### config.mk
export PLATFORM = sky130hd
export DESIGN_NAME = gbf_stream_reader
export DESIGN_NICKNAME = d
export VERILOG_FILES = /design/src/rtl/gbf_pkg.sv /design/src/rtl/gbf_fifo2.sv /design/src/rtl/gbf_stream_reader.sv
export SDC_FILE = /design/constraint.sdc
export NUM_CORES = 1
export LEC_CHECK = 0
export ABC_CLOCK_PERIOD_IN_PS = 4750
export CAP_MARGIN = 30
export CELL_PAD_IN_SITES_DETAIL_PLACEMENT = 1
export CELL_PAD_IN_SITES_GLOBAL_PLACEMENT = 1
export CORE_MARGIN = 4
export CORE_UTILIZATION = 41
export DETAILED_ROUTE_END_ITERATION = 10
export GPL_TIMING_DRIVEN = 0
export PLACE_DENSITY = 0.85
export SLEW_MARGIN = 30
export SYNTH_ARGS = -nofsm -noshare
export SYNTH_HDL_FRONTEND = slang
export SYNTH_HIERARCHICAL = 1
export SYNTH_SLANG_ARGS = --single-unit
### constraint.sdc
create_clock -name clk -period 4.75 [get_ports clk]
set_clock_uncertainty 0.05 [all_clocks]
set_input_delay 0.95 -clock clk [delete_from_list [all_inputs] [get_ports clk]]
set_output_delay 0.95 -clock clk [all_outputs]
set_load 0.02 [all_outputs]
### src/rtl/gbf_pkg.sv
// Shared definitions for the GBF stream reader: size defaults, address-width
// derivation and the controller state encoding.
package gbf_pkg;

    localparam int GBF_WIDTH  = 32;
    localparam int GBF_HEIGHT = 48;

    // Address width needed to index a buffer of the given depth (never below 1).
    function automatic int gbf_aw(input int height);
        return (height > 1) ? $clog2(height) : 1;
    endfunction

    typedef enum logic [1:0] {
        ST_IDLE  = 2'd0,
        ST_FETCH = 2'd1,
        ST_DRAIN = 2'd2
    } gbf_state_t;

endpackage

### src/rtl/gbf_fifo2.sv
// Two-entry register FIFO used as the output skid buffer of the stream reader.
// Read data comes straight from the entry registers, so the consumer side sees
// no combinational path from the pop request.
module gbf_fifo2 #(
    parameter int WIDTH = 32
) (
    input  logic             clk,
    input  logic             rst,
    input  logic             i_push,
    input  logic [WIDTH-1:0] i_wdata,
    input  logic             i_pop,
    output logic [WIDTH-1:0] o_rdata,
    output logic             o_full,
    output logic             o_empty
);

    logic       r_wptr;
    logic       r_rptr;
    logic [1:0] r_count;
    logic       w_push_ok;
    logic       w_pop_ok;

    // A push into a full FIFO is only legal when the head leaves in the same cycle.
    assign w_pop_ok  = i_pop && (r_count != 2'd0);
    assign w_push_ok = i_push && ((r_count != 2'd2) || w_pop_ok);
    assign o_full    = (r_count == 2'd2);
    assign o_empty   = (r_count == 2'd0);

    genvar gi;
    generate
        for (gi = 0; gi < 2; gi++) begin : g_entry
            logic [WIDTH-1:0] r_entry;

            // Capture write data into this slot when the write pointer selects it.
            always_ff @(posedge clk or posedge rst) begin
                if (rst) begin
                    r_entry <= '0;
                end else if (w_push_ok && (r_wptr == 1'(gi))) begin
                    r_entry <= i_wdata;
                end
            end
        end
    endgenerate

    assign o_rdata = r_rptr ? g_entry[1].r_entry : g_entry[0].r_entry;

    // Advance pointers and track occupancy.
    always_ff @(posedge clk or posedge rst) begin
        if (rst) begin
            r_wptr  <= 1'b0;
            r_rptr  <= 1'b0;
            r_count <= 2'd0;
        end else begin
            if (w_push_ok) begin
                r_wptr <= ~r_wptr;
            end
            if (w_pop_ok) begin
                r_rptr <= ~r_rptr;
            end
            case ({w_push_ok, w_pop_ok})
                2'b10:   r_count <= r_count + 2'd1;
                2'b01:   r_count <= r_count - 2'd1;
                default: r_count <= r_count;
            endcase
        end
    end

endmodule

### src/rtl/gbf_stream_reader.sv
// Burst reader: streams a run of consecutive buffer words (address wraps at
// HEIGHT) out through a ready/valid interface behind a two-entry FIFO.
// Optional macro GBF_RD_CLEAR_EN: each fetched word is zeroed in the buffer
// at the same edge that captures it.
module gbf_stream_reader
    import gbf_pkg::*;
#(
    parameter  int WIDTH  = GBF_WIDTH,
    parameter  int HEIGHT = GBF_HEIGHT,
    localparam int AW     = gbf_aw(HEIGHT)
) (
    input  logic             clk,
    input  logic             rst,
    input  logic             start,
    input  logic [AW-1:0]    base_addr,
    input  logic [AW:0]      len,
    output logic             busy,
    output logic             done,
    output logic [AW-1:0]    mem_addr,
    input  logic [WIDTH-1:0] mem_q,
    output logic             mem_we,
    output logic [WIDTH-1:0] mem_wdata,
    output logic [WIDTH-1:0] out_data,
    output logic             out_valid,
    input  logic             out_ready
);

    localparam logic [AW:0]   LEN_MAX   = (AW + 1)'(HEIGHT);
    localparam logic [AW:0]   LEN_ONE   = (AW + 1)'(1);
    localparam logic [AW-1:0] ADDR_LAST = AW'(HEIGHT - 1);

    gbf_state_t       r_state;
    gbf_state_t       w_state_next;
    logic [AW-1:0]    r_addr;
    logic [AW:0]      r_remaining;
    logic             r_done;
    logic             w_done_next;
    logic             w_fetch;
    logic             w_accept;
    logic [AW:0]      w_len_eff;
    logic             w_pop;
    logic             w_fifo_full;
    logic             w_fifo_empty;
    logic             w_last_word;

    assign w_len_eff   = (len > LEN_MAX) ? LEN_MAX : len;
    assign out_valid   = ~w_fifo_empty;
    assign w_pop       = out_valid & out_ready;
    assign w_last_word = ~w_fifo_empty & ~w_fifo_full;

    gbf_fifo2 #(
        .WIDTH (WIDTH)
    ) u_fifo (
        .clk     (clk),
        .rst     (rst),
        .i_push  (w_fetch),
        .i_wdata (mem_q),
        .i_pop   (w_pop),
        .o_rdata (out_data),
        .o_full  (w_fifo_full),
        .o_empty (w_fifo_empty)
    );

    // Next-state, fetch-enable and done decision for the burst controller.
    always_comb begin
        w_state_next = r_state;
        w_fetch      = 1'b0;
        w_accept     = 1'b0;
        w_done_next  = 1'b0;
        case (r_state)
            ST_IDLE: begin
                if (start) begin
                    w_accept = 1'b1;
                    if (w_len_eff != '0) begin
                        w_state_next = ST_FETCH;
                    end else begin
                        w_done_next = 1'b1;
                    end
                end
            end
            ST_FETCH: begin
                // A slot is available if the FIFO has room or its head leaves now.
                w_fetch = ~w_fifo_full | w_pop;
                if (w_fetch && (r_remaining == LEN_ONE)) begin
                    w_state_next = ST_DRAIN;
                end
            end
            ST_DRAIN: begin
                // Finish once the only remaining buffered word transfers.
                if (w_pop && w_last_word) begin
                    w_state_next = ST_IDLE;
                    w_done_next  = 1'b1;
                end
            end
            default: begin
                w_state_next = ST_IDLE;
            end
        endcase
    end

    // State, address/count and done-pulse registers.
    always_ff @(posedge clk or posedge rst) begin
        if (rst) begin
            r_state     <= ST_IDLE;
            r_addr      <= '0;
            r_remaining <= '0;
            r_done      <= 1'b0;
        end else begin
            r_state <= w_state_next;
            r_done  <= w_done_next;
            if (w_accept) begin
                r_addr      <= base_addr;
                r_remaining <= w_len_eff;
            end else if (w_fetch) begin
                r_addr      <= (r_addr == ADDR_LAST) ? '0 : r_addr + AW'(1);
                r_remaining <= r_remaining - LEN_ONE;
            end
        end
    end

    assign busy     = (r_state != ST_IDLE);
    assign done     = r_done;
    assign mem_addr = r_addr;

`ifdef GBF_RD_CLEAR_EN
    assign mem_we    = w_fetch;
    assign mem_wdata = '0;
`else
    assign mem_we    = 1'b0;
    assign mem_wdata = '0;
`endif

endmodule

Yosys cells after proc, flatten, opt, wreduce, memory -nomap -nowiden
Cells that the tools add are included.

storage, ports and cells
  flip-flop bits (word level) = 84
  input port bits = 49
  output and inout bits = 74
  logic and storage cells = 68

cells by class
  add/subtract/negate cells = 4
  $lt $le $gt $ge = 1
  equal/unequal tests = 12
  mux-type cells = 20
  bitwise logic cells = 7
  reductions and logical operators = 15

operator list
  cell                 count
  $mux 32              1
  $mux 7               3
  $mux 6               3
  $ne 2x2->1 const B   5
  $mux 2               4
  $reduce_bool 2->1    4
  $eq 7x1->1 const B   1
  $gt 7x6->1 const B   1
  $reduce_bool 7->1    1
  $sub 7x1->7 const B  1
  $add 6x1->6 const B  1
  $eq 2x2->1 const B   3
  $eq 6x6->1 const B   1
  $logic_and 1x1->1    6
  $mux 1               6
  $pmux 2 s3           1
  $eq 2x1->1 const B   2
  $logic_not 2->1      2
  $not 1->1            4
  $pmux 2 s2           1
  $reduce_and 4->1     1
  $add 2x1->2 const B  1
  $and 1x1->1          2
  $pmux 1 s2           1
  3 further kinds      3

Longest topological paths before layout
Gate-level depths: netlist (run 1).

  depth in word-level cells = 8
  mapped depth = 10

Cells and area by module
Netlist (run 1), hierarchy kept.

modules (own cells, without submodules)
  module             instances  cells each  area an instance (um^2)  sequential area each (um^2)
  gbf_fifo2          1          196         3099.2                   1701.6
  gbf_stream_reader  1          146         1239.9                   400.4

Worst setup path before layout (run 1)
No wires, ideal clock.

  path kind = input -> register
  start point = in out_ready
  end point = reg u_fifo.g_entry[1].r_entry[0]
  library setup time = 125 ps
  data arrival time = 2246 ps
  required time = 4575 ps
  setup slack = 2329 ps
  stages on the path = 9
  buffers on the path = 3
  cells stage by stage = nand2b_1 -> inv_2 -> o21ai_1 -> inv_2 -> buf_2 -> and3_4 -> buf_6 -> buf_6 -> mux2_4

on the way
  longest elaborated chain between the ends = 5
  elaborated cells between the ends (all ways) = 7
  those cells by class = mux: 1; bitwise: 2; reduce/logical: 4

RTL lines
  item                  line                     RTL
  from (decl)           gbf_stream_reader.sv:25  input logic out_ready
  $and 1x1->1           gbf_stream_reader.sv:48  assign w_pop = out_valid & out_ready;
  via w_pop             gbf_stream_reader.sv:41  logic w_pop;
  $or 1x1->1            gbf_stream_reader.sv:83  w_fetch = ~w_fifo_full | w_pop;
  $mux 1                gbf_stream_reader.sv:70  case (r_state)
  via w_fetch           gbf_stream_reader.sv:38  logic w_fetch;
  $logic_and 1x1->1     gbf_fifo2.sv:25          assign w_push_ok = i_push && ((r_count != 2'd2) || w_pop_ok);
  $logic_and 1x1->1     gbf_fifo2.sv:38          end else if (w_push_ok && (r_wptr == 1'(gi))) begin
  to (signal assigned)  gbf_fifo2.sv:39          r_entry <= i_wdata;
  to (decl)             gbf_fifo2.sv:32          logic [WIDTH-1:0] r_entry;

The timed path passes the listed nets, and every way through them passes these cells.
A chain may end at the register's enable or synchronous reset.

Worst setup path in the final report (run 1)
  start point = reg u_fifo.r_rptr
  end point = out out_data[19]

on the way
  longest elaborated chain between the ends = 1

RTL lines
  item                    line                     RTL
  from (decl)             gbf_fifo2.sv:18          logic r_rptr;
  from (signal assigned)  gbf_fifo2.sv:58          r_rptr <= ~r_rptr;
  $mux 32                 gbf_fifo2.sv:45          assign o_rdata = r_rptr ? g_entry[1].r_entry : g_entry[0].r_entry;
  to (decl)               gbf_stream_reader.sv:23  output logic [WIDTH-1:0] out_data,

No other way between the ends.

==> reports/qor.yml, run 1 <==
path_class: "reg2out"
synthTopCellsByArea: "dfrtp_1 (48%), mux2_2 (18%), mux2_4 (10%), buf_4 (5.7%), a21oi_1 (1.2%)"
overflow: 0
die_x_um: 111
die_area_um2: 12300
fmax_mhz: 286
synth_top_area_share_pct: 48.4
timing.final.crit_share_pct: 73.7
drt_wl_total_mm: 10.2
synthTopCellsByCount: "dfrtp_1 (84), mux2_2 (68), buf_4 (33)"
post_cts_buffers: 0
dieHeight_um: 111
cpPeakStageDelay_ns: 0.58
nFillCells: 1103
port_buffers: 89
crit_required_ns: 3.75
path_buf_inv: 3
grt_pass1_vias: 3397
cts_resized: 0
clkLatencyLatePin_ns: 0.34
worstPathArrival_ns: 2.50
firstDrtPassIters: 4
synthesis.area_um2: 4340
synth_edf_count: 0
antenna_left: 0
cpMostUsedCell: "clkbuf_1"
drv_cap: 0
path_cells: "clkbuf_1, clkbuf_1, mux2_2, clkdlybuf4s50_1"
grt_antenna_before_repair: 0
wl_per_cell_um: 16.6
cts-root-buf: "clkbuf_8"
power.density_nw_per_um2: 777
n_antenna_cell: 0
min_path_type: "reg2reg"
clockBufferDepth: 2
synthArstFlopShare_pct: 100
ys_seq_area_share_pct: 48.4
place.gp.congestion: 0.752
path_depth: 4
grt_use_total_pct: 17.0
p_leak_nw: 2.56
crit_path_end_kind: "primary output"
grt_max_degree: 37
area_delta_synth_final_pct: 32.1
hold_viol_final: 0
cts_sinks: 84
maxSlewViolCount: 0
hold_path_depth: 1
dp_hpwl_mm: 7.65
fin_nets: 527
drive_above_1_share_pct: 33.8
reg2reg_depth: 9
period_needed_ns: 3.50
postSynthAreaPerCell_um2: 12.7
ys.flop_type: "dfrtp_1"
grt_pass1_wl_mm: 17.1
syn_inst: 342
drc: 0
synth.most_common_cell: "dfrtp_1"
place_area_um2: 5540
synth_top_area_cell: "dfrtp_1"
status: "finished clean"
rsz0062_at_grt: "false"
final.setup.tns_ns: 0
ys_warn_count: 6
max-vdd-ir-drop_mv: 0.308
setup_slack_ns: 1.25
core_um2: 10300
dp_slack_ns: 1.52
vias_per_cell: 4.88
setup_violations: 0
drt-initial-drc-count: 102
rows: 37
worst_pin_slew_ns: 0.779
yosysUniqueCellTypes: 45
relSlewSlack_pct: 48.0
pin_count: 123
clkTransAtPathRegs_ns: 0.08
final_area_um2: 5730
cts_max_level: 3
vias: 2999
critPathMaxFanout: 10
start_util_pct: 42.0
cts_hold_buf: 0
cts_tree: "yes"
synth-seq-cells: 84
cts_buffers: 9
crit_family: "buffers and inverters"
start_kind: "flip-flop"
crit_slowest_cell: "clkbuf_1"
layout by cell type, fill, tap and decap left out, types with 7 or more instances in the layout:
master	Yosys	final
dfrtp_1	84	84
clkdlybuf4s50_1	0	89
conb_1	1	33
inv_1	8	7
mux2_2	68	68
buf_4	33	33
mux2_4	30	30
clkbuf_8	0	10
nand2_1	11	11
nor2_1	11	11
a21oi_1	10	10
final cells by class:
cell class,instances,area (um^2),share of cell area (%)
plain buffers,48,340,5.94
clock buffers,10,138,2.40
clock inverters,5,52.6,0.917
inverters,10,40.0,0.698
multi-input cells,232,1980,34.5
flip-flops and latches,84,2100,36.7
well taps,136,170,2.97
repair buffers,90,911,15.9
path summary, 6_finish.rpt:
kind	startpoint	to	slack, ns
max	u_fifo/r_rptr$_DFFE_PP0P_	out_data[19]	1.25
min	r_remaining[6]$_DFFE_PP0P_	r_remaining[6]$_DFFE_PP0P_	0.42
max reg2reg	u_fifo/r_count[0]$_DFFE_PP0P_	u_fifo/g_entry[0].r_entry[21]$_DFFE_PP0P_	2.17
min reg2reg	r_remaining[6]$_DFFE_PP0P_	r_remaining[6]$_DFFE_PP0P_	0.42
max in group asynchronous	rst	u_fifo/g_entry[1].r_entry[16]$_DFFE_PP0P_	3.16
min in group asynchronous	rst	u_fifo/g_entry[0].r_entry[27]$_DFFE_PP0P_	0.95
metal layers:
layer  share of wire (%)  GRT usage [%]  up-vias
li1                    -              -     1399
met1                  43           20.7     1510
met2                  52           30.2       79
met3                 4.4           4.26       11
met4                0.95           4.11        0
met5                   0              0        -
metrics by stage:
stage / utilization, % / hold slack [ns] / cells / total power, mW
after global routing: 55.5 / 0.461 / 615 / 4.74
after CTS: 55.5 / 0.426 / 615 / 4.51
after floorplan: - / 0.386 / 374 / 3.09
after detailed placement: 53.7 / 0.419 / 600 / 3.98
after global placement: 53.5 / 0.406 / 599 / 3.87
final: 55.5 / 0.419 / 615 / 4.46
registers in the layout (all words and copies together) (netlist names):
name and count:
mem_addr 6, u_fifo/r_wptr 1, u_fifo/r_rptr 1, u_fifo/g_entry.r_entry 64, r_state 2, u_fifo/r_count 2, done 1, r_remaining 7
power breakdown:
group,switching [mW],internal [mW],total [mW]
Sequential,0.235,1.09,1.32
Combinational,1.18,1.45,2.63
Clock,0.253,0.252,0.505
kinds of logic after synthesis:
kind of cell / after synthesis / share of synthesized area [%]
compound gates: 30 / 4.50
fa+ha+maj: 3 / 0.865
xor+xnor: 4 / 0.808
flops: 84 / 48.4
mux: 102 / 29.0
buf+inv: 58 / 8.71
simple gates: 60 / 7.64
other cells: 1 / 0.0864
worst reg2reg max path: stages, from the launching register on:
cell and delay [ns]:
dfrtp_1 0.45, nor2_1 0.22, nand2b_1 0.20, inv_2 0.08, o21ai_1 0.18, inv_2 0.10, buf_2 0.24, nand3b_1 0.24
buf_2 0.33, mux2_2 0.38
Note: power is estimated with default switching activity, not from simulation.
==> run 2, diff against run 1 <==
--- a/config.mk
+++ b/config.mk
@@ -5,15 +5,15 @@
 export SDC_FILE = /design/constraint.sdc
 export NUM_CORES = 1
 export LEC_CHECK = 0
-export ABC_CLOCK_PERIOD_IN_PS = 4750
+export ABC_CLOCK_PERIOD_IN_PS = 3500
 export CAP_MARGIN = 30
 export CELL_PAD_IN_SITES_DETAIL_PLACEMENT = 1
 export CELL_PAD_IN_SITES_GLOBAL_PLACEMENT = 1
 export CORE_MARGIN = 4
-export CORE_UTILIZATION = 41
+export CORE_UTILIZATION = 38
 export DETAILED_ROUTE_END_ITERATION = 10
 export GPL_TIMING_DRIVEN = 0
-export PLACE_DENSITY = 0.85
+export PLACE_DENSITY = 0.8
 export SLEW_MARGIN = 30
 export SYNTH_ARGS = -nofsm -noshare
 export SYNTH_HDL_FRONTEND = slang
==> constraint.sdc (replaced) <==
create_clock -name clk -period 3.5 [get_ports clk]
set_clock_uncertainty 0.05 [all_clocks]
set_input_delay 0.7 -clock clk [delete_from_list [all_inputs] [get_ports clk]]
set_output_delay 0.7 -clock clk [all_outputs]
set_load 0.02 [all_outputs]
==> reports/qor.yml, run 2 (synthesis results as in run 1) <==
pin_count: 123
rsz0062_at_grt: "false"
place.gp.congestion: 0.819
n_antenna_cell: 0
clkLatencyLatePin_ns: 0.33
maxSlewViolCount: 0
final_cell_mix: "clkdlybuf4s50_1 (89), dfrtp_1 (84), mux2_2 (68)"
vias: 3008
largest_reg_flops: 64
grt_pass1_wl_mm: 17.5
dp_slack_ns: 0.512
grt_antenna_before_repair: 0
power.density_nw_per_um2: 1080
grt_pass1_vias: 3448
stdcell_count: 620
relSlewSlack_pct: 43.1
crit_required_ns: 2.75
drc: 0
top_layer: "met4"
start_util_pct: 39.3
wl_met3_um: 509
cts-root-buf: "clkbuf_16"
met2_length_mm: 5.42
overflow: 0
wl_per_cell_um: 16.9
critPathMaxFanout: 10
period_needed_ns: 3.20
max-vdd-ir-drop_mv: 0.471
layout_commonest_cell: "clkdlybuf4s50_1"
setup_violations: 0
dieHeight_um: 115
nFillCells: 1167
met1_length_mm: 4.45
utilization_pct: 53.0
vias_per_cell: 4.85
grt_use_total_pct: 16.6
path_class: "reg2out"
core_um2: 11000
post_cts_buffers: 0
cts_buffers: 9
status: "finished clean"
area_delta_synth_final_pct: 34.7
fin_nets: 527
largest-register: "u_fifo/g_entry.r_entry"
clockBufferDepth: 2
antenna_left: 0
port_buffers: 89
worst_pin_slew_ns: 0.852
drt-initial-drc-count: 118
clkTransAtPathRegs_ns: 0.06
crit_path_end_kind: "primary output"
dp_hpwl_mm: 7.87
drt_wl_total_mm: 10.5
dpl.cell_count: 604
drive_above_1_share_pct: 34.0
worstPathArrival_ns: 2.45
timing.final.crit_share_pct: 91.5
min_path_type: "reg2reg"
p_leak_nw: 2.61
die_area_um2: 13200
start_kind: "flip-flop"
die_x_um: 115
cts_sinks: 84
drv_cap: 0
cts_hold_buf: 0
rows: 38
cts_resized: 0
cts_tree: "yes"
cts_max_level: 3
setup_slack_ns: 0.296
hold_viol_final: 0
grt_max_degree: 39
firstDrtPassIters: 4
fmax_mhz: 312
run 2: final timing paths:
| kind | startpoint | endpoint | slack, ns | depth (start not counted) |
|---|---|---|---|---|
| worst max-delay path | u_fifo/r_rptr$_DFFE_PP0P_ | out_data[17] | 0.30 | 4 |
| worst min-delay path | u_fifo/r_wptr$_DFFE_PP0P_ | u_fifo/r_wptr$_DFFE_PP0P_ | 0.45 | 1 |
| worst max register to register | u_fifo/r_count[1]$_DFFE_PP0P_ | u_fifo/g_entry[0].r_entry[25]$_DFFE_PP0P_ | 0.93 | 9 |
| worst min register to register | u_fifo/r_wptr$_DFFE_PP0P_ | u_fifo/r_wptr$_DFFE_PP0P_ | 0.45 | 1 |
| max in group asynchronous | rst | u_fifo/g_entry[0].r_entry[14]$_DFFE_PP0P_ | 2.13 | 3 |
| min in group asynchronous | rst | u_fifo/g_entry[0].r_entry[26]$_DFFE_PP0P_ | 0.74 | 2 |
run 2: per-layer routing:
layer,global-route usage (%),vias to the layer above
met1,20.8,1506
li1,-,1410
met3,2.89,10
met2,29.3,82
met4,5.09,0
met5,0,-
run 2: critical path: stages (launching register included):
cell	delay, ns
dfrtp_1	0.32
clkbuf_1	0.28
clkbuf_1	0.56
mux2_2	0.42
clkdlybuf4s50_1	0.54
run 2: power breakdown:
part | switching, mW | leakage (nW) | internal (mW) | total (mW)
combinational | 1.60 | 1.48 | 1.96 | 3.56
clock | 0.392 | 0.146 | 0.556 | 0.948
sequential | 0.331 | 0.987 | 1.48 | 1.81
total | 2.32 | 2.61 | 4.00 | 6.32
run 2: area by class of cell:
class | instances | area, um^2 | area share [%]
sequential | 84 | 2100 | 36.0
multi-input combinational | 232 | 1980 | 33.9
timing repair buffer | 90 | 911 | 15.6
buffer | 48 | 340 | 5.82
clock buffer | 9 | 225 | 3.85
tap | 140 | 175 | 3.00
clock inverter | 7 | 73.8 | 1.26
inverter | 10 | 40.0 | 0.685
run 2: stage by stage:
step                power, mW  TNS (ns)  cell area, um^2  hold slack [ns]
floorplan                4.19         0             4460            0.386
global placement         5.27     -6.62             5530            0.408
detailed placement       5.41         0             5550            0.441
CTS                      6.39         0             5850            0.453
global route             6.73         0             5850            0.462
finish                   6.32         0             5850            0.450
==> run 3, diff against run 2 <==
--- a/config.mk
+++ b/config.mk
@@ -14,7 +14,7 @@
 export DETAILED_ROUTE_END_ITERATION = 10
 export GPL_TIMING_DRIVEN = 0
 export PLACE_DENSITY = 0.8
-export SLEW_MARGIN = 30
+export SKIP_CTS_REPAIR_TIMING = 1
 export SYNTH_ARGS = -nofsm -noshare
 export SYNTH_HDL_FRONTEND = slang
 export SYNTH_HIERARCHICAL = 1
==> reports/qor.yml, run 3 (synthesis results as in run 1) <==
status: "finished clean"
min_path_type: "reg2reg"
relSlewSlack_pct: 42.3
cts_tree: "yes"
drive_above_1_share_pct: 34.0
dp_slack_ns: 0.506
worst_pin_slew_ns: 0.864
vias_per_cell: 4.84
cts_buffers: 9
antenna_left: 0
path_buf_inv: 3
n_antenna_cell: 0
rsz0062_at_grt: "false"
hold_viol_final: 0
period_needed_ns: 3.19
port_buffers: 89
overflow: 0
die_area_um2: 13200
utilization_pct: 53.2
crit_family: "buffers and inverters"
nFillCells: 1166
crit_slowest_cell: "clkbuf_1"
drc: 0
power.density_nw_per_um2: 1090
pin_count: 123
clkTransAtPathRegs_ns: 0.06
drt-initial-drc-count: 131
cts_max_level: 3
largest-register: "u_fifo/g_entry.r_entry"
crit_required_ns: 2.75
core_um2: 11000
path_class: "reg2out"
setup_violations: 0
cts_sinks: 84
die_x_um: 115
grt_max_degree: 39
area_delta_synth_final_pct: 35.2
start_kind: "flip-flop"
dp_hpwl_mm: 7.84
grt_pass1_wl_mm: 17.3
stdcell_count: 620
start_util_pct: 39.3
grt_antenna_before_repair: 0
cpMostUsedCell: "clkbuf_1"
dieHeight_um: 115
clkLatencyLatePin_ns: 0.33
drv_cap: 0
drt_wl_total_mm: 10.5
crit_path_end_kind: "primary output"
cpPeakStageDelay_ns: 0.56
largest_reg_flops: 64
critPathMaxFanout: 10
final_cell_mix: "clkdlybuf4s50_1 (89), dfrtp_1 (84), mux2_2 (68)"
wl_per_cell_um: 17.0
p_leak_nw: 2.61
dpl.cell_count: 604
firstDrtPassIters: 4
fmax_mhz: 313
cts-root-buf: "clkbuf_16"
worstPathArrival_ns: 2.44
clockBufferDepth: 2
timing.final.crit_share_pct: 91.2
setup_slack_ns: 0.307
grt_pass1_vias: 3433
final.setup.tns_ns: 0
path_cells: "clkbuf_1, clkbuf_1, mux2_2, clkdlybuf4s50_1"
grt_use_total_pct: 16.5
vias: 3003
fin_nets: 527
place.gp.congestion: 0.819
layout_commonest_cell: "clkdlybuf4s50_1"
maxSlewViolCount: 0
max-vdd-ir-drop_mv: 0.448
rows: 38
total_power_mw: 6.40
run 3: power breakdown:
part           total (mW)  switching, mW  internal, mW
combinational        3.57           1.61          1.96
sequential           1.81          0.326          1.48
clock                1.02          0.394         0.629
total                6.40           2.33          4.07
run 3: cell type report:
cell class / count / area, um^2 / area share, %
tap: 140 / 175 / 2.99
clock inverter: 7 / 97.6 / 1.66
clock buffer: 9 / 225 / 3.84
sequential: 84 / 2100 / 35.8
buffer: 48 / 340 / 5.80
timing repair buffer: 90 / 911 / 15.5
multi-input combinational: 232 / 1980 / 33.7
inverter: 10 / 37.5 / 0.640
run 3: per-stage QoR:
step	hold slack, ns	area (um^2)
after floorplan	0.386	4460
after global placement	0.408	5530
after detailed placement	0.423	5550
after CTS	0.442	5870
after global routing	0.462	5870
final	0.444	5870
run 3: final timing paths:
| path | startpoint | endpoint | slack [ns] | depth (start not counted) |
|---|---|---|---|---|
| max | u_fifo/r_rptr$_DFFE_PP0P_ | out_data[17] | 0.31 | 4 |
| min | r_remaining[6]$_DFFE_PP0P_ | r_remaining[6]$_DFFE_PP0P_ | 0.44 | 1 |
| max reg2reg | u_fifo/r_count[1]$_DFFE_PP0P_ | u_fifo/g_entry[0].r_entry[24]$_DFFE_PP0P_ | 0.95 | 9 |
| min reg2reg | r_remaining[6]$_DFFE_PP0P_ | r_remaining[6]$_DFFE_PP0P_ | 0.44 | 1 |
| max in group asynchronous | rst | u_fifo/g_entry[0].r_entry[10]$_DFFE_PP0P_ | 1.92 | 3 |
| min in group asynchronous | rst | r_remaining[6]$_DFFE_PP0P_ | 0.75 | 2 |
run 3: routing by layer:
layer / global-route usage [%] / share of wire (%) / routed length (um)
met1: 20.7 / 43 / 4560
met5: 0 / 0 / 0
met2: 28.2 / 50 / 5260
met3: 3.16 / 4.7 / 491
met4: 6.49 / 1.9 / 204
